## src/rtl/uart_pkg.sv

```systemverilog
// uart_pkg: shared state encoding, entry width and pointer sizing for the packet controller
package uart_pkg;
    typedef enum logic [1:0] {PKT_IDLE, PKT_RECV, PKT_DROP} pkt_state_e;
    localparam int ENTRY_W = 9;
    function automatic int ptr_w(input int depth);
        return $clog2(depth) + 1;
    endfunction
endpackage

```

## src/rtl/uart_rx_pkt_ctrl_if.sv

```systemverilog
// uart_rx_pkt_ctrl_if: receiver-side strobes and downstream byte stream of the packet controller
interface uart_rx_pkt_ctrl_if #(parameter int LEN_W = 4);
    logic             rx_ready;
    logic [7:0]       rx_data;
    logic             rx_eop;
    logic             out_valid;
    logic [7:0]       out_data;
    logic             out_last;
    logic             out_ready;
    logic             pkt_done;
    logic [LEN_W-1:0] pkt_len;
    logic             overflow;
    logic             clr_err;
    modport master(
        output rx_ready, rx_data, rx_eop, out_ready, clr_err,
        input  out_valid, out_data, out_last, pkt_done, pkt_len, overflow
    );
    modport slave(
        input  rx_ready, rx_data, rx_eop, out_ready, clr_err,
        output out_valid, out_data, out_last, pkt_done, pkt_len, overflow
    );
endinterface

```

## src/rtl/uart_pkt_ram.sv

```systemverilog
// uart_pkt_ram: DEPTH x {last, byte} storage, sync write, sync last-bit set, async read
module uart_pkt_ram
    import uart_pkg::*;
#(
    parameter int DEPTH = 16,
    localparam int AW = $clog2(DEPTH)
) (
    input  logic               clk,
    input  logic               we,
    input  logic [AW-1:0]      waddr,
    input  logic [ENTRY_W-1:0] wdata,
    input  logic               lwe,
    input  logic [AW-1:0]      laddr,
    input  logic [AW-1:0]      raddr,
    output logic [ENTRY_W-1:0] rdata
);
    logic [ENTRY_W-1:0] mem_q [DEPTH];

    always_ff @(posedge clk) begin
        if (we) mem_q[waddr] <= wdata;
        if (lwe) mem_q[laddr][ENTRY_W-1] <= 1'b1;
    end

    assign rdata = mem_q[raddr];
endmodule

```

## src/rtl/uart_rx_pkt_ctrl.sv

```systemverilog
// uart_rx_pkt_ctrl: assembles UART bytes into packets, releases only whole ones; UART_RX_PKT_STATS_EN adds pkt/drop counters
module uart_rx_pkt_ctrl
    import uart_pkg::*;
#(
    parameter int DEPTH   = 16,
    parameter int MAX_LEN = 15
) (
    input logic                clk,
    input logic                rst_n,
    uart_rx_pkt_ctrl_if.slave  bus
`ifdef UART_RX_PKT_STATS_EN
    ,
    output logic [15:0]        pkt_cnt,
    output logic [15:0]        drop_cnt
`endif
);
    localparam int PW = ptr_w(DEPTH);
    localparam int AW = PW - 1;
    localparam int LW = $clog2(MAX_LEN + 1);
    localparam logic [PW-1:0] DEPTH_P = PW'(DEPTH);

    pkt_state_e state_q, state_d;
    logic [PW-1:0] wr_q, wr_d, cm_q, cm_d, rd_q, rd_d, wr_inc;
    logic [LW-1:0] len_q, len_d, pkt_len_q, pkt_len_d, len_inc;
    logic done_q, done_d, ovf_q, ovf_d;
    logic full, valid, pop, we, lwe, drop;
    logic [ENTRY_W-1:0] rdata;

    // Full is judged against the pre-pop read pointer
    assign full    = (wr_q - rd_q) == DEPTH_P;
    assign valid   = rd_q != cm_q;
    assign pop     = valid & bus.out_ready;
    assign wr_inc  = wr_q + PW'(1);
    assign len_inc = len_q + LW'(1);

    always_comb begin
        state_d   = state_q;
        wr_d      = wr_q;
        cm_d      = cm_q;
        len_d     = len_q;
        pkt_len_d = pkt_len_q;
        done_d    = 1'b0;
        we        = 1'b0;
        lwe       = 1'b0;
        drop      = 1'b0;
        rd_d      = rd_q + PW'(pop);
        case (state_q)
            PKT_IDLE: if (bus.rx_ready) begin
                if (full) begin
                    drop    = 1'b1;
                    state_d = bus.rx_eop ? PKT_IDLE : PKT_DROP;
                end else begin
                    we      = 1'b1;
                    wr_d    = wr_inc;
                    len_d   = LW'(1);
                    state_d = PKT_RECV;
                    if (bus.rx_eop) begin
                        cm_d      = wr_inc;
                        pkt_len_d = LW'(1);
                        done_d    = 1'b1;
                        state_d   = PKT_IDLE;
                    end
                end
            end
            PKT_RECV: if (bus.rx_ready) begin
                if (full || len_q == LW'(MAX_LEN)) begin
                    drop    = 1'b1;
                    wr_d    = cm_q;
                    state_d = bus.rx_eop ? PKT_IDLE : PKT_DROP;
                end else begin
                    we    = 1'b1;
                    wr_d  = wr_inc;
                    len_d = len_inc;
                    if (bus.rx_eop) begin
                        cm_d      = wr_inc;
                        pkt_len_d = len_inc;
                        done_d    = 1'b1;
                        state_d   = PKT_IDLE;
                    end
                end
            end else if (bus.rx_eop) begin
                lwe       = 1'b1;
                cm_d      = wr_q;
                pkt_len_d = len_q;
                done_d    = 1'b1;
                state_d   = PKT_IDLE;
            end
            PKT_DROP: state_d = bus.rx_eop ? PKT_IDLE : PKT_DROP;
            default:  state_d = PKT_IDLE;
        endcase
        ovf_d = drop | (ovf_q & ~bus.clr_err);
    end

    always_ff @(posedge clk or negedge rst_n) begin
        if (!rst_n) begin
            state_q   <= PKT_IDLE;
            wr_q      <= '0;
            cm_q      <= '0;
            rd_q      <= '0;
            len_q     <= '0;
            pkt_len_q <= '0;
            done_q    <= 1'b0;
            ovf_q     <= 1'b0;
        end else begin
            state_q   <= state_d;
            wr_q      <= wr_d;
            cm_q      <= cm_d;
            rd_q      <= rd_d;
            len_q     <= len_d;
            pkt_len_q <= pkt_len_d;
            done_q    <= done_d;
            ovf_q     <= ovf_d;
        end
    end

    // The last bit rides along with the byte when rx_eop coincides with rx_ready
    uart_pkt_ram #(.DEPTH(DEPTH)) u_ram (
        .clk   (clk),
        .we    (we),
        .waddr (wr_q[AW-1:0]),
        .wdata ({bus.rx_eop, bus.rx_data}),
        .lwe   (lwe),
        .laddr (AW'(wr_q - PW'(1))),
        .raddr (rd_q[AW-1:0]),
        .rdata (rdata)
    );

    assign bus.out_valid = valid;
    assign bus.out_data  = valid ? rdata[7:0] : 8'h00;
    assign bus.out_last  = valid & rdata[ENTRY_W-1];
    assign bus.pkt_done  = done_q;
    assign bus.pkt_len   = pkt_len_q;
    assign bus.overflow  = ovf_q;

`ifdef UART_RX_PKT_STATS_EN
    logic [15:0] pkt_cnt_q, pkt_cnt_d, drop_cnt_q, drop_cnt_d;

    always_comb begin
        pkt_cnt_d  = bus.clr_err ? 16'h0 : pkt_cnt_q + 16'(done_q && pkt_cnt_q != 16'hFFFF);
        drop_cnt_d = bus.clr_err ? 16'h0 :
                     drop_cnt_q + 16'(drop && state_d == PKT_DROP && drop_cnt_q != 16'hFFFF);
    end

    always_ff @(posedge clk or negedge rst_n) begin
        if (!rst_n) begin
            pkt_cnt_q  <= '0;
            drop_cnt_q <= '0;
        end else begin
            pkt_cnt_q  <= pkt_cnt_d;
            drop_cnt_q <= drop_cnt_d;
        end
    end

    assign pkt_cnt  = pkt_cnt_q;
    assign drop_cnt = drop_cnt_q;
`endif
endmodule

```

## src/flat_wrapper.sv

```systemverilog
// flat-port wrapper written by rule: the top's interface ports become plain ports
module uart_rx_pkt_ctrl_flat import uart_pkg::*;
#(
    parameter int DEPTH   = 16,
    parameter int MAX_LEN = 15
)
  (clk, rst_n, bus_rx_ready, bus_rx_data, bus_rx_eop, bus_out_ready, bus_clr_err, bus_out_valid, bus_out_data, bus_out_last, bus_pkt_done, bus_pkt_len, bus_overflow);
  uart_rx_pkt_ctrl_if #(.LEN_W(4)) bus_i ();
  input logic clk;
  input logic rst_n;
  input wire logic [$bits(bus_i.rx_ready)-1:0] bus_rx_ready;
  input wire logic [$bits(bus_i.rx_data)-1:0] bus_rx_data;
  input wire logic [$bits(bus_i.rx_eop)-1:0] bus_rx_eop;
  input wire logic [$bits(bus_i.out_ready)-1:0] bus_out_ready;
  input wire logic [$bits(bus_i.clr_err)-1:0] bus_clr_err;
  output wire logic [$bits(bus_i.out_valid)-1:0] bus_out_valid;
  output wire logic [$bits(bus_i.out_data)-1:0] bus_out_data;
  output wire logic [$bits(bus_i.out_last)-1:0] bus_out_last;
  output wire logic [$bits(bus_i.pkt_done)-1:0] bus_pkt_done;
  output wire logic [$bits(bus_i.pkt_len)-1:0] bus_pkt_len;
  output wire logic [$bits(bus_i.overflow)-1:0] bus_overflow;
  assign bus_i.rx_ready = bus_rx_ready;
  assign bus_i.rx_data = bus_rx_data;
  assign bus_i.rx_eop = bus_rx_eop;
  assign bus_i.out_ready = bus_out_ready;
  assign bus_i.clr_err = bus_clr_err;
  assign bus_out_valid = bus_i.out_valid;
  assign bus_out_data = bus_i.out_data;
  assign bus_out_last = bus_i.out_last;
  assign bus_pkt_done = bus_i.pkt_done;
  assign bus_pkt_len = bus_i.pkt_len;
  assign bus_overflow = bus_i.overflow;
  uart_rx_pkt_ctrl #(.DEPTH(DEPTH), .MAX_LEN(MAX_LEN)) u_core (.clk(clk), .rst_n(rst_n), .bus(bus_i));
endmodule
```

## config.mk

```make
export PLATFORM = sky130hd
export DESIGN_NAME = uart_rx_pkt_ctrl_flat
export DESIGN_NICKNAME = d
export VERILOG_FILES = /design/src/rtl/uart_pkg.sv /design/src/rtl/uart_rx_pkt_ctrl_if.sv /design/src/rtl/uart_pkt_ram.sv /design/src/rtl/uart_rx_pkt_ctrl.sv /design/src/flat_wrapper.sv
export SDC_FILE = /design/constraint.sdc
export NUM_CORES = 1
export LEC_CHECK = 0
export BUFFER_PORTS_ARGS = -buffer_cell sky130_fd_sc_hd__buf_2
export CORE_MARGIN = 4
export CORE_UTILIZATION = 48
export CTS_CLUSTER_DIAMETER = 200
export CTS_CLUSTER_SIZE = 28
export DETAILED_ROUTE_END_ITERATION = 12
export GPL_TIMING_DRIVEN = 1
export MAX_ROUTING_LAYER = met4
export PLACE_DENSITY = 0.74
export RECOVER_POWER = 25
export SYNTH_ARGS = -nofsm -noshare
export SYNTH_HDL_FRONTEND = slang
export SYNTH_SLANG_ARGS = --single-unit
```

## constraint.sdc

```tcl
create_clock -name clk -period 4.1 [get_ports clk]
set_input_delay 0.82 -clock clk [delete_from_list [all_inputs] [get_ports clk]]
set_output_delay 0.82 -clock clk [all_outputs]
set_load 0.01 [all_outputs]
```

# After elaboration in Yosys (flattened, before gate mapping)
# Memories as Yosys holds them, arrays and structs flattened.
# Cells that the tools add are included.
dict set report word_totals {
  register_bits 27
  mem_bits_rw 144
  input_bits 14
  output_inout_bits 16
  wordCells 99
  n_memories 1
}
dict set report classes {
  add_sub_neg 5
  n_eq_ne 13
  n_mux 59
  n_bitwise 5
  n_reduce_logical 8
}
# name depth word_bits read_ports rd_ports_with_merged_regs wr line_no
set memory_table {}
lappend memory_table {u_core.u_ram.mem_q 16 9 1 0 1 uart_pkt_ram.sv:17} ;# logic [ENTRY_W-1:0] mem_q [DEPTH];
# cell count
set op_table {}
lappend op_table {{5-bit 2-to-1 mux} 10}
lappend op_table {{4-bit 2-to-1 mux} 12}
lappend op_table {{1-bit 2-to-1 mux} 20}
lappend op_table {{5-bit case mux with 2 select lines} 2}
lappend op_table {{4-bit case mux with 2 select lines} 2}
lappend op_table {{2-bit 2-to-1 mux} 7}
lappend op_table {{2-bit != test, second input constant} 5}
lappend op_table {{5-bit AND reduction} 2}
lappend op_table {{9-bit 2-to-1 mux} 1}
lappend op_table {{9-bit OR reduction} 1}
lappend op_table {{8-bit 2-to-1 mux} 1}
lappend op_table {{7-bit AND reduction} 1}
lappend op_table {{3-bit != test, second input constant} 2}
lappend op_table {{1-bit case mux with 2 select lines} 3}
lappend op_table {{2-bit case mux with 3 select lines} 1}
lappend op_table {{5-bit by 1-bit adder with 5-bit output} 1}
lappend op_table {{5-bit by 1-bit adder with 5-bit output, second input constant} 1}
lappend op_table {{5-bit == test, second input constant} 1}
lappend op_table {{5-bit != test} 1}
lappend op_table {{5-bit subtractor} 1}
lappend op_table {{4-bit by 1-bit adder with 4-bit output, second input constant} 1}
lappend op_table {{4-bit == test, second input constant} 1}
lappend op_table {{4-bit AND reduction} 1}
lappend op_table {{4-bit by 1-bit subtractor with 4-bit output, second input constant} 1}
lappend op_table {{9 further kinds} 11}

# Logic depth before layout (Yosys ltp)
# Gate-level depths: netlist (run 1).
dict set report logic_depth {
  depth_word 9
  mapped_depth 11
  mapped_depth_nobuf 8
}

# By module
# Synthesis (run 1) repeated with hierarchy kept, for this count alone.
dict set report unflattened {
  hier_cells 506
  hier_area_um2 7430.9
}
# mod instances cells_per_inst area_per_inst_um2 seq_area_each_um2
set by_module_without_submodules {}
lappend by_module_without_submodules {uart_pkt_ram 1 314 5760.5 4164.0}
lappend by_module_without_submodules {uart_rx_pkt_ctrl 1 192 1670.4 675.6}

# Least setup slack after synthesis (run 1)
# No wires, ideal clock.
dict set report synth_timing {
  path_kind {register to register}
  start {register u_core.rd_q[1]}
  end {memory u_core.u_ram.mem_q[7][0], enable pin}
  setup_time_ns 0.385
  t_arrival_ns 2.665
  t_required_ns 3.715
  path_slack_ns 1.050
  stages_incl_launch_ff 10
  path_buffers 2
  synth_period_minus_slack_ns 3.050
  path_cell_list {dfrtp_1 -> clkbuf_1 -> buf_2 -> inv_1 -> ha_1 -> nand2b_1 -> and3_1 -> o211ai_4 -> nand2_1 -> nor3_1}
}
dict set report synth_between {
  elab_chain_len 9
  word_cells_on_any_way 11
  cone_classes {1 x add/sub; 1 x eq/ne; 8 x mux; 1 x reduce/logical}
}
# element line_no
set synth_lines {}
lappend synth_lines {{start, declared} uart_rx_pkt_ctrl.sv:23} ;# logic [PW-1:0] wr_q, wr_d, cm_q, cm_d, rd_q, rd_d, wr_inc;
lappend synth_lines {{start signal, assigned} uart_rx_pkt_ctrl.sv:108} ;# rd_q <= rd_d;
lappend synth_lines {{5-bit subtractor *} uart_rx_pkt_ctrl.sv:30} ;# assign full = (wr_q - rd_q) == DEPTH_P;
lappend synth_lines {{5-bit == test *} uart_rx_pkt_ctrl.sv:30}
lappend synth_lines {{1-bit logical OR} uart_rx_pkt_ctrl.sv:66} ;# if (full || len_q == LW'(MAX_LEN)) begin
lappend synth_lines {{1-bit 2-to-1 mux} uart_rx_pkt_ctrl.sv:66}
lappend synth_lines {{1-bit 2-to-1 mux} uart_rx_pkt_ctrl.sv:65} ;# PKT_RECV: if (bus.rx_ready) begin
lappend synth_lines {{1-bit case mux with 2 select lines *} uart_rx_pkt_ctrl.sv:47} ;# case (state_q)
lappend synth_lines {{1-bit 2-to-1 mux *} uart_pkt_ram.sv:20} ;# if (we) mem_q[waddr] <= wdata;
lappend synth_lines {{1-bit 2-to-1 mux (not written as such) *} uart_pkt_ram.sv:20}
lappend synth_lines {{2-bit 2-to-1 mux (no source line) *} --}
lappend synth_lines {{end, declared} uart_pkt_ram.sv:17}
# Every way passes the cells marked *; elsewhere a longest branch is shown, timed or not.

# Worst setup path after layout (run 1)
dict set report layout_timing {
  start {register u_core.rd_q[0]}
  end {output port bus_out_data[7]}
}
dict set report layout_between {
  elab_chain_len 2
  word_cells_on_any_way 3
  cone_classes {1 x eq/ne; 1 x mux; 1 x memory}
}
# element line_no
set layout_lines {}
lappend layout_lines {{memory read 16 x 9 bit / 5-bit != test (equally long branches)} --}
lappend layout_lines {{8-bit 2-to-1 mux *} uart_rx_pkt_ctrl.sv:129} ;# assign bus.out_data = valid ? rdata[7:0] : 8'h00;
lappend layout_lines {{end, declared} flat_wrapper.sv:17} ;# output wire logic [$bits(bus_i.out_data)-1:0] bus_out_data;
# Marks and branches as above.

==> results of run 1 <==
==> metrics by stage <==
stage               util [%]  std cells  area, sq um  power (mW)
floorplan                  -        451         7426       3.836
global placement       51.59        664         7843       4.357
detailed placement     51.59        664         7843       4.428
CTS                    55.51        696         8439       6.048
global route           55.42        696         8426       6.318
finish                 55.42        696         8426       6.000
==> cells in the final DEF (no fill, tap or decap), types with 11 or more instances in the layout <==
cell type,instances
nand2_1,19
nand3_1,17
buf_2,21
inv_1,11
clkbuf_16,17
nor2b_1,21
edfxtp_1,144
nor2_1,48
dfrtp_1,26
buf_4,16
mux4_2,45
==> routing by layer <==
metal | GRT usage, % | wire length (microns)
met1 | 25.58 | 6622
met2 | 30.66 | 7835
met3 | 4.771 | 977
met4 | 5.889 | 261
met5 | - | 0
==> power breakdown <==
part           switching (mW)  leakage (nW)  internal [mW]
registers               0.226          1.63           2.14
clock network           0.658         0.291          0.965
logic                    1.05         0.991          0.961
total                    1.93          2.91           4.07
==> worst max-delay path, delay by kind of cell, from the launching register on <==
family	cells	cell delay, ns
and+or+nand+nor	1	0.15
buffers and inverters	2	0.45
DFF	1	0.74
muxes	2	1.05
==> sequential cells by signal, summed over array words and instances, names as in the netlist <==
register	cells
u_core.cm_q	5
u_core.bus.pkt_done	1
u_core.state_q	2
u_core.wr_q	5
u_core.u_ram.mem_q	144
u_core.rd_q	5
u_core.bus.pkt_len	4
u_core.len_q	4
u_core.bus.overflow	1
==> cell type report <==
cell class	count	area (sq um)	share of cell area [%]
repair buffers	46	275.3	3.267
clock inverters	13	163.9	1.945
clock buffers	19	432.9	5.138
inverters	12	45.04	0.5346
flip-flops and latches	171	5001	59.36
multi-input cells	247	2272	26.97
well taps	188	235.2	2.792
==> final timing paths <==
kind / slack (ns) / start / depth (start not counted) / to
hold / removal: 0.52 / u_core.bus.pkt_len[1]$_DFFE_PN0P_ / 2 / u_core.bus.pkt_len[1]$_DFFE_PN0P_
min in group asynchronous: 0.73 / rst_n / 1 / u_core.len_q[0]$_DFFE_PN0P_
setup reg to reg: 0.92 / u_core.rd_q[3]$_DFF_PN0_ / 7 / u_core.u_ram.mem_q[1][7]$_DFFE_PP_
hold reg to reg: 0.52 / u_core.bus.pkt_len[1]$_DFFE_PN0P_ / 2 / u_core.bus.pkt_len[1]$_DFFE_PN0P_
setup / recovery: 0.46 / u_core.rd_q[0]$_DFF_PN0_ / 5 / bus_out_data[7]
max in group asynchronous: 2.42 / rst_n / 1 / u_core.rd_q[0]$_DFF_PN0_
==> cell families after synthesis <==
group	Yosys count	share of synthesized area, %
adder cells (fa/ha/maj)	9	1.516
buffers and inverters	33	2.022
XOR/XNOR	16	1.988
AO/OA/AOI/OAI	37	3.909
AND/OR/NAND/NOR	134	8.762
multiplexers	51	14.47
flip-flops	171	67.33
==> results.txt, run 1 <==
final worst setup slack -> 0.4591 ns
Final Wtd Congestion -> 0.8593
number of I/O pins -> 30
Rel. slew slack -> 3.572%
CTS tree -> built
CP arrival -> 2.82 ns
VDD IR max -> 339.2 uV
row cnt -> 45
Slew Viols, Final -> 0
Die Area -> 17520 sq um
clock slew at reported path FFs -> 0.06 ns
sequence of cells on the critical path -> buf_12 -> mux4_2 -> mux4_2 -> nor2b_1 -> buf_2
cts bufs inserted -> 17
initial antenna violation count -> 0
P_leak -> 2.907 nW
slowest cell on the critical path -> dfrtp_2
EDFF count, synth -> 144
Synthesis Warnings -> 0
Setup-failing EPs final -> 0
Crit Path Category -> flip-flop to primary output
Async S/R FF share, synth -> 15.79%
Main synth FF type -> edfxtp_1
largest net degree at the start of global routing -> 40
Distinct cells, synth -> 48
total wire length -> 15700 microns
chip width -> 132.4 microns
initial core utilization -> 48.85%
gr usage total -> 19.53%
placed wire-length estimate -> 9800 microns
Synth area leader -> edfxtp_1
Detailed Routing Iterations Pass 1 -> 5
pre-CTS setup slack -> 0.8690 ns
CTS resizes -> 0
most frequent cell after synthesis -> edfxtp_1
unrepaired setup endpoints after global routing -> false
cell mode on critical path -> mux4_2
Post-Route Skew -> 0.01105 ns
H-tree levels -> 4
worst min-delay path class -> flip-flop to flip-flop
CTS Root Cell -> clkbuf_16
Yosys reg bits -> 171
worst-margin pin slew -> 1.446 ns
vias in the first global route -> 4212
run status -> completed
CTS Buffer Depth -> 2
vias per cell -> 5.815
chip height -> 132.4 microns
Synth top cells by count -> edfxtp_1 (144), nor2_1 (48), mux4_2 (45)
Syn Inst Count -> 451
Hold WS -> 0.5217 ns
Max Cap Viol -> 0
Max Fanout on Critical Path -> 25
Req. time, crit path -> 3.28 ns
Synth top area share -> 58.23%
syn avg cell area -> 16.47 sq um
Final Hold Viols -> 0
FMAX -> 0.2747 GHz
Mapped Nets -> 474
Initial DRC Count -> 348
Port Buffers -> 29
antenna viol nets, final -> 0
clk_lat worst skew -> 0.43 ns
pwr dens -> 712.2 nW/um^2
Synth-to-Final Area Change -> 13.46%
# DRC -> 0
n_diodes -> 0
clk sink count -> 171
WL/cell -> 22.55 microns
Vias -> 4047
TNS Setup -> 0 ns
core box area -> 15200 sq um
share of layout cells above drive strength 1 -> 24.41%
register area share after synthesis -> 67.33%
number of buffers inserted by hold repair at cts -> 0
Crit. End Element -> primary output
nets -> 518
Area contributors post-synth -> edfxtp_1 (58%), mux4_2 (14%), dfrtp_1 (9.1%), nor2_1 (2.4%), nor2b_1 (1.8%)
first-pass GRT wire length -> 24610 microns
period utilisation layout -> 88.80%
crit start category -> flip-flop
Mapped Area -> 7426 sq um
Post-CTS Setup Inserts -> 0
Remaining Overflow, GRT -> 0
fin crit period -> 3.641 ns
fillers -> 1164
crit-path max cell delay -> 0.74 ns
Power figures use the tool's default switching activity.
==> run 2: changes to the inputs <==
--- a/config.mk
+++ b/config.mk
@@ -5,15 +5,15 @@
 export SDC_FILE = /design/constraint.sdc
 export NUM_CORES = 1
 export LEC_CHECK = 0
-export BUFFER_PORTS_ARGS = -buffer_cell sky130_fd_sc_hd__buf_2
 export CORE_MARGIN = 4
 export CORE_UTILIZATION = 48
 export CTS_CLUSTER_DIAMETER = 200
 export CTS_CLUSTER_SIZE = 28
 export DETAILED_ROUTE_END_ITERATION = 12
+export DONT_BUFFER_PORTS = 1
 export GPL_TIMING_DRIVEN = 1
 export MAX_ROUTING_LAYER = met4
-export PLACE_DENSITY = 0.74
+export PLACE_DENSITY = 0.72
 export RECOVER_POWER = 25
 export SYNTH_ARGS = -nofsm -noshare
 export SYNTH_HDL_FRONTEND = slang
==> run 2 against run 1 <==
  * Cell count shrank 3.7%
  * Worst hold slack worse by 0.44 ns
  * Worst setup slack improved by 0.15 ns
  * First-iteration DRC count shrank 21%
  * Clock skew up 0.0012 ns
  * Die area unchanged
  * Combinational power shrank 5%
  * Non-clock buffer count fell by 25
  * Critical path depth fell by 1
  * Flip-flop and latch count is the same
==> results.txt, run 2 (synthesized netlist as in run 1, its figures left out) <==
total wire length -> 15610 microns (was 15700 microns)
Biggest register -> u_core.u_ram.mem_q (unchanged)
chip width -> 132.4 microns (unchanged)
number of buffers inserted by hold repair at cts -> 0 (unchanged)
FF-to-FF Start -> u_core.rd_q[3]$_DFF_PN0_ (unchanged)
Slew Viols, Final -> 0 (unchanged)
CTS tree -> built (unchanged)
worst r2r dst -> u_core.u_ram.mem_q[14][3]$_DFFE_PP_ (was u_core.u_ram.mem_q[1][7]$_DFFE_PP_)
unrepaired setup endpoints after global routing -> false (unchanged)
largest net degree at the start of global routing -> 40 (unchanged)
Post-CTS Setup Inserts -> 0 (unchanged)
chip height -> 132.4 microns (unchanged)
clock slew at reported path FFs -> 0.07 ns (was 0.06 ns)
CTS resizes -> 0 (unchanged)
clk sink count -> 171 (unchanged)
vias in the first global route -> 4122 (was 4212)
CTS Buffer Depth -> 2 (unchanged)
gr usage total -> 19.62% (was 19.53%)
clk_lat worst skew -> 0.43 ns (about the same)
TNS Setup -> 0 ns (unchanged)
vias per cell -> 5.960 (was 5.815)
Synth-to-Final Area Change -> 11.22% (was 13.46%)
CP top delay family -> multiplexers (unchanged)
worst min-delay path class -> input port to asynchronous set/reset pin (was flip-flop to flip-flop)
share of layout cells above drive strength 1 -> 21.88% (was 24.41%)
worst-margin pin slew -> 1.184 ns (was 1.446 ns)
CP arrival -> 2.67 ns (was 2.82 ns)
Rel. slew slack -> 20.89% (was 3.572%)
number of flip-flops in the largest register -> 144 (unchanged)
Max Cap Viol -> 0 (unchanged)
core box area -> 15200 sq um (unchanged)
Die Area -> 17520 sq um (unchanged)
CTS Root Cell -> clkbuf_16 (unchanged)
FMAX -> 0.2866 GHz (was 0.2747 GHz)
total power -> 5.723 mW (was 6.000 mW)
sequence of cells on the critical path -> buf_12 -> mux4_2 -> mux4_2 -> nor2b_1 (was buf_12 -> mux4_2 -> mux4_2 -> nor2b_1 -> buf_2)
initial antenna violation count -> 2 (was 0)
Final Wtd Congestion -> 0.8399 (was 0.8593)
Req. time, crit path -> 3.28 ns (about the same)
period utilisation layout -> 85.09% (was 88.80%)
VDD IR max -> 338.0 uV (was 339.2 uV)
Crit Path Category -> flip-flop to primary output (unchanged)
Remaining Overflow, GRT -> 0 (unchanged)
row cnt -> 45 (unchanged)
slowest cell on the critical path -> dfrtp_2 (unchanged)
WL/cell -> 23.30 microns (was 22.55 microns)
initial core utilization -> 48.85% (unchanged)
pwr dens -> 693.0 nW/um^2 (was 712.2 nW/um^2)
crit start category -> flip-flop (unchanged)
number of I/O pins -> 30 (unchanged)
Detailed Routing Iterations Pass 1 -> 4 (was 5)
Worst Reg2Reg Path Length in Cells -> 8 (was 7)
cell mode on critical path -> mux4_2 (unchanged)
first-pass GRT wire length -> 24720 microns (was 24610 microns)
Reg2Reg Setup Slack -> 0.99 ns (was 0.92 ns)
antenna viol nets, final -> 0 (unchanged)
cts bufs inserted -> 17 (unchanged)
Initial DRC Count -> 276 (was 348)
crit-path max cell delay -> 0.69 ns (was 0.74 ns)
Final Hold Viols -> 0 (unchanged)
commonest cells after routing, fill and taps aside -> edfxtp_1 (144), nor2_1 (48), mux4_2 (45), dfrtp_1 (26), nor2b_1 (21) (was edfxtp_1 (144), nor2_1 (48), mux4_2 (45), dfrtp_1 (26))
WP buf/inv -> 1 (was 2)
Crit. End Element -> primary output (unchanged)
Setup-failing EPs final -> 0 (unchanged)
P_leak -> 2.799 nW (was 2.907 nW)
H-tree levels -> 4 (unchanged)
placed wire-length estimate -> 9983 microns (was 9800 microns)
# DRC -> 0 (unchanged)
fin crit period -> 3.489 ns (was 3.641 ns)
Max Fanout on Critical Path -> 26 (was 25)
final worst setup slack -> 0.6111 ns (was 0.4591 ns)
Post-Route Skew -> 0.01223 ns (was 0.01105 ns)
commonest non-fill, non-tap cell in the layout -> edfxtp_1 (unchanged)
Vias -> 3993 (was 4047)
nets -> 493 (was 518)
run status -> completed (unchanged)
pre-CTS setup slack -> 1.001 ns (was 0.8690 ns)
Port Buffers -> 0 (was 29)
-- run 2: changes by cell type in the layout (fill, tap and decap cells not counted) --
cell / delta
clkinvlp_4: +2
clkinv_1: +1
buf_4: +4
buf_2: -21
clkbuf_1: -10
bufinv_16: -2
diode_2: +2
clkinv_4: +3
inv_6: -5
-- run 2: metrics by stage --
step	utilization (%)	instance area [sq um]	cells	hold slack [ns]
floorplan	-	7426	451	0.4928
global placement	50.83	7727	639	0.5255
detailed placement	50.83	7727	639	0.5254
CTS	54.32	8258	668	0.06350
global route	54.33	8259	670	0.06149
finish	54.33	8259	670	0.08497
-- run 2: power by group --
| part | total, mW | leakage (nW) | switching [mW] | internal [mW] |
|---|---|---|---|---|
| Sequential | 2.37 | 1.63 | 0.227 | 2.14 |
| Clock | 1.46 | 0.252 | 0.635 | 0.820 |
| Combinational | 1.90 | 0.922 | 1.01 | 0.893 |
| Total | 5.72 | 2.80 | 1.87 | 3.86 |
-- run 2: final cells by class --
| class | count | area (sq um) |
|---|---|---|
| fill | 1176 | 6943 |
| sequential | 171 | 5001 |
| multi-input combinational | 247 | 2272 |
| clock buffer | 17 | 425.4 |
| tap | 188 | 235.2 |
| timing repair buffer | 21 | 170.2 |
| clock inverter | 12 | 105.1 |
| inverter | 12 | 45.04 |
| antenna | 2 | 5.005 |
-- run 2: per-layer routing --
metal	vias up	track usage [%]	share of wire, %	wire, microns
li1	1780	-	-	-
met3	15	5.153	6.1	946
met5	-	-	0	0
met1	2077	24.94	40	6293
met4	0	5.254	1.1	175
met2	121	31.65	52	8195
-- run 2: worst max path at each step --
stage	from	endpoint	slack, ns	depth (start not counted)
after detailed placement	u_core.rd_q[3]$_DFF_PN0_	u_core.u_ram.mem_q[14][3]$_DFFE_PP_	1.00	8
after global placement	u_core.rd_q[0]$_DFF_PN0_	bus_out_data[5]	1.01	4
final	u_core.rd_q[0]$_DFF_PN0_	bus_out_data[5]	0.61	4
after floorplan	u_core.rd_q[1]$_DFF_PN0_	u_core.u_ram.mem_q[7][0]$_DFFE_PP_	1.05	9
after global routing	u_core.rd_q[0]$_DFF_PN0_	bus_out_data[7]	0.47	4
after CTS	u_core.rd_q[0]$_DFF_PN0_	bus_out_data[5]	0.54	4
==> run 3: changes to the inputs <==
--- a/config.mk
+++ b/config.mk
@@ -5,6 +5,7 @@
 export SDC_FILE = /design/constraint.sdc
 export NUM_CORES = 1
 export LEC_CHECK = 0
+export CAP_MARGIN = 20
 export CORE_MARGIN = 4
 export CORE_UTILIZATION = 48
 export CTS_CLUSTER_DIAMETER = 200
@@ -17,4 +18,5 @@
 export RECOVER_POWER = 25
 export SYNTH_ARGS = -nofsm -noshare
 export SYNTH_HDL_FRONTEND = slang
+export SYNTH_HIERARCHICAL = 1
 export SYNTH_SLANG_ARGS = --single-unit
==> run 3 against run 2 <==
  * Combinational power increased by 10%
  * Non-clock buffer count decreased by 5
  * Count of clock-buffer cells in the layout increased by 3
  * First-iteration DRC count increased by 56%
  * Clock power about the same
  * Clock skew decreased by 0.0049 ns
  * Critical path type is now flip-flop to flip-flop
  * Critical endpoint is now u_core/u_ram/mem_q[2][6]$_DFFE_PP_
  * Highest routed layer unchanged
==> results.txt, run 3 <==
Register Area -> 4841 sq um (was 5001 sq um)
Post-CTS Setup Inserts -> 0 (unchanged)
total power -> 5.981 mW (was 5.723 mW)
initial antenna violation count -> 0 (was 2)
pre-CTS setup slack -> 0.5967 ns (was 1.001 ns)
initial core utilization -> 48.88% (was 48.85%)
fillers -> 1231 (was 1176)
Max Fanout on Critical Path -> 13 (was 26)
Synthesis Warnings -> 6 (was 0)
Synth area leader -> edfxtp_1 (unchanged)
Post-Route Skew -> 0.007376 ns (was 0.01223 ns)
vias in the first global route -> 4426 (was 4122)
WL/cell -> 21.83 microns (was 23.30 microns)
Final Wtd Congestion -> 0.8526 (was 0.8399)
CTS tree -> built (unchanged)
number of flip-flops in the largest register -> 144 (unchanged)
H-tree levels -> 4 (unchanged)
run status -> completed (unchanged)
Synth-to-Final Area Change -> 10.52% (was 11.22%)
Port Buffers -> 0 (unchanged)
chip width -> 132.4 microns (about the same)
share of layout cells above drive strength 1 -> 15.54% (was 21.88%)
TNS Setup -> 0 ns (unchanged)
cts bufs inserted -> 17 (unchanged)
Mapped Nets -> 529 (was 474)
total wire length -> 15760 microns (was 15610 microns)
nets -> 544 (was 493)
commonest non-fill, non-tap cell in the layout -> edfxtp_1 (unchanged)
CTS Root Cell -> clkbuf_16 (unchanged)
Die Area -> 17540 sq um (was 17520 sq um)
power share of the clock group -> 24.3% (was 25.4%)
Synth top area share -> 51.73% (was 58.23%)
Placed Cells -> 690 (was 639)
Mapped Area -> 7431 sq um (was 7426 sq um)
Max Cap Viol -> 0 (unchanged)
first-pass GRT wire length -> 25100 microns (was 24720 microns)
Syn Inst Count -> 506 (was 451)
non-filler cells, final -> 722 (was 670)
Vias -> 4370 (was 3993)
CP arrival -> 3.60 ns (was 2.67 ns)
largest net degree at the start of global routing -> 40 (unchanged)
placed wire-length estimate -> 10270 microns (was 9983 microns)
antenna viol nets, final -> 0 (unchanged)
met3 GRT Util -> 4.943% (was 5.153%)
Area contributors post-synth -> edfxtp_1 (52%), mux4_2 (11%), dfrtp_1 (9.1%), dfxtp_1 (4.3%), nand3_1 (2.4%) (was edfxtp_1 (58%), mux4_2 (14%), dfrtp_1 (9.1%), nor2_1 (2.4%), nor2b_1 (1.8%))
most frequent cell after synthesis -> edfxtp_1 (unchanged)
gr usage total -> 19.21% (was 19.62%)
worst-margin pin slew -> 1.098 ns (was 1.184 ns)
number of buffers inserted by hold repair at cts -> 0 (unchanged)
Req. time, crit path -> 4.14 ns (was 3.28 ns)
register area share after synthesis -> 65.13% (was 67.33%)
Crit. End Element -> flip-flop (was primary output)
CTS Buffer Depth -> 2 (unchanged)
core box area -> 15200 sq um (unchanged)
VDD IR max -> 395.8 uV (was 338.0 uV)
Multi-input gate area -> 2414 sq um (was 2272 sq um)
Gate power share -> 34.9% (was 33.2%)
unrepaired setup endpoints after global routing -> false (unchanged)
Biggest register -> u_core/u_ram/mem_q (was u_core.u_ram.mem_q)
Slew Viols, Final -> 0 (unchanged)
n_diodes -> 0 (was 2)
worst min-delay path class -> input port to asynchronous set/reset pin (unchanged)
FMAX -> 0.2813 GHz (was 0.2866 GHz)
GR peak layer -> met2 (unchanged)
# DRC -> 0 (unchanged)
clock slew at reported path FFs -> 0.06 ns (was 0.07 ns)
EDFF count, synth -> 128 (was 144)
Switching Share -> 35.55% (was 32.64%)
Rel. slew slack -> 26.65% (was 20.89%)
Yosys reg bits -> 171 (unchanged)
final worst setup slack -> 0.5445 ns (was 0.6111 ns)
fin crit period -> 3.555 ns (was 3.489 ns)
clk sink count -> 171 (unchanged)
Async S/R FF share, synth -> 15.79% (unchanged)
row cnt -> 45 (unchanged)
commonest cells after routing, fill and taps aside -> edfxtp_1 (128), mux4_2 (36), nand3_1 (35), nor2_1 (34), nand2_1 (28) (was edfxtp_1 (144), nor2_1 (48), mux4_2 (45), dfrtp_1 (26), nor2b_1 (21))
number of I/O pins -> 30 (unchanged)
net switching power -> 2.126 mW (was 1.868 mW)
crit start category -> flip-flop (unchanged)
syn avg cell area -> 14.69 sq um (was 16.47 sq um)
chip height -> 132.4 microns (about the same)
Remaining Overflow, GRT -> 0 (unchanged)
met1 Usage GRT -> 25.30% (was 24.94%)
Main synth FF type -> edfxtp_1 (unchanged)
pwr dens -> 728.2 nW/um^2 (was 693.0 nW/um^2)
Synth top cells by count -> edfxtp_1 (128), mux4_2 (36), nand3_1 (35) (was edfxtp_1 (144), nor2_1 (48), mux4_2 (45))
Internal -> 3.855 mW (about the same)
Detailed Routing Iterations Pass 1 -> 6 (was 4)
P_leak -> 2.835 nW (was 2.799 nW)
Seq pwr share -> 40.8% (was 41.4%)
Final Hold Viols -> 0 (unchanged)
met2 Use GR -> 29.67% (was 31.65%)
clk_lat worst skew -> 0.42 ns (was 0.43 ns)
Initial DRC Count -> 430 (was 276)
period utilisation layout -> 86.72% (was 85.09%)
Crit Path Category -> flip-flop to flip-flop (was flip-flop to primary output)
CTS resizes -> 0 (unchanged)
Distinct cells, synth -> 45 (was 48)
Setup-failing EPs final -> 0 (unchanged)
vias per cell -> 6.053 (was 5.960)
==> run 3: cell count changes after synthesis, moves of 7 or more <==
cell	previous run	this run
nand3_1	17	35
nor2b_1	21	7
o21ai_0	8	23
mux4_2	45	36
inv_1	11	20
edfxtp_1	144	128
nor3_1	10	3
nor2_1	48	34
a22oi_1	2	21
nand2_1	19	28
and2_1	3	11
a221o_1	0	7
dfxtp_1	0	16
==> run 3: kinds of logic after synthesis <==
logic type,after synthesis,synth area share [%]
flip-flops,171,65.13
AND/OR/NAND/NOR,141,9.429
AO/OA/AOI/OAI,89,8.183
multiplexers,41,11.58
buffers and inverters,40,2.391
XOR/XNOR,15,1.768
adder cells (fa/ha/maj),9,1.515
==> run 3: layer usage <==
metal,wire (microns),part of all wire (%)
met2,7971,51
met3,1135,7.2
met4,229,1.5
met1,6426,41
met5,0,0
==> run 3: worst paths after layout <==
path                       cells past startpoint                              from  slack [ns]                                  to
setup / recovery                               8        u_core/wr_q[0]$_DFFE_PN0P_        0.54  u_core/u_ram/mem_q[2][6]$_DFFE_PP_
hold / removal                                 0                             rst_n        0.09          u_core/wr_q[2]$_DFFE_PN0P_
setup reg to reg                               8        u_core/wr_q[0]$_DFFE_PN0P_        0.54  u_core/u_ram/mem_q[2][6]$_DFFE_PP_
hold reg to reg                                2  u_core/u_ram/mem_q[0][8]$_DFF_P_        0.51    u_core/u_ram/mem_q[0][8]$_DFF_P_
max in group asynchronous                      0                             rst_n        3.92            u_core/rd_q[0]$_DFF_PN0_
min in group clk                               1                        bus_rx_eop        0.46       u_core/state_q[1]$_DFFE_PN0N_
==> run 3: critical path, cell delays in order, from the launching register on <==
cell	delay, ns
dfrtp_1	0.50
inv_1	0.33
ha_1	0.21
nand2b_1	0.08
o211ai_2	0.39
o211ai_1	0.29
inv_1	0.23
or3b_1	0.48
nor2_1	0.67
==> run 3: layout make-up <==
type | instances | share of cell area [%]
Inverter | 20 | 0.9141
Tap cell | 188 | 2.864
Clock buffer | 20 | 5.317
Sequential cell | 171 | 58.94
Clock inverter | 12 | 1.112
Timing Repair Buffer | 16 | 1.463
Multi-Input combinational cell | 295 | 29.39
==> run 3: power by group through the flow <==
| stage | Clock [mW] | Sequential, mW | Combinational (mW) |
|---|---|---|---|
| 3_3_place_gp | 0 | 2.45 | 2.02 |
| 5_1_grt | 1.55 | 2.48 | 2.28 |
| 2_1_floorplan | 0 | 2.38 | 1.66 |
| 6_report | 1.45 | 2.44 | 2.09 |
| 4_1_cts | 1.47 | 2.44 | 2.10 |
| 3_5_place_dp | 0 | 2.47 | 2.08 |
==> run 3: stage by stage <==
step | utilization [%] | hold WS [ns] | instance area (sq um)
finish | 54.02 | 0.08782 | 8213
floorplan | - | 0.4460 | 7431
global placement | 50.55 | 0.4810 | 7685
CTS | 54.02 | 0.07357 | 8213
detailed placement | 50.55 | 0.4772 | 7685
global route | 54.02 | 0.06885 | 8213
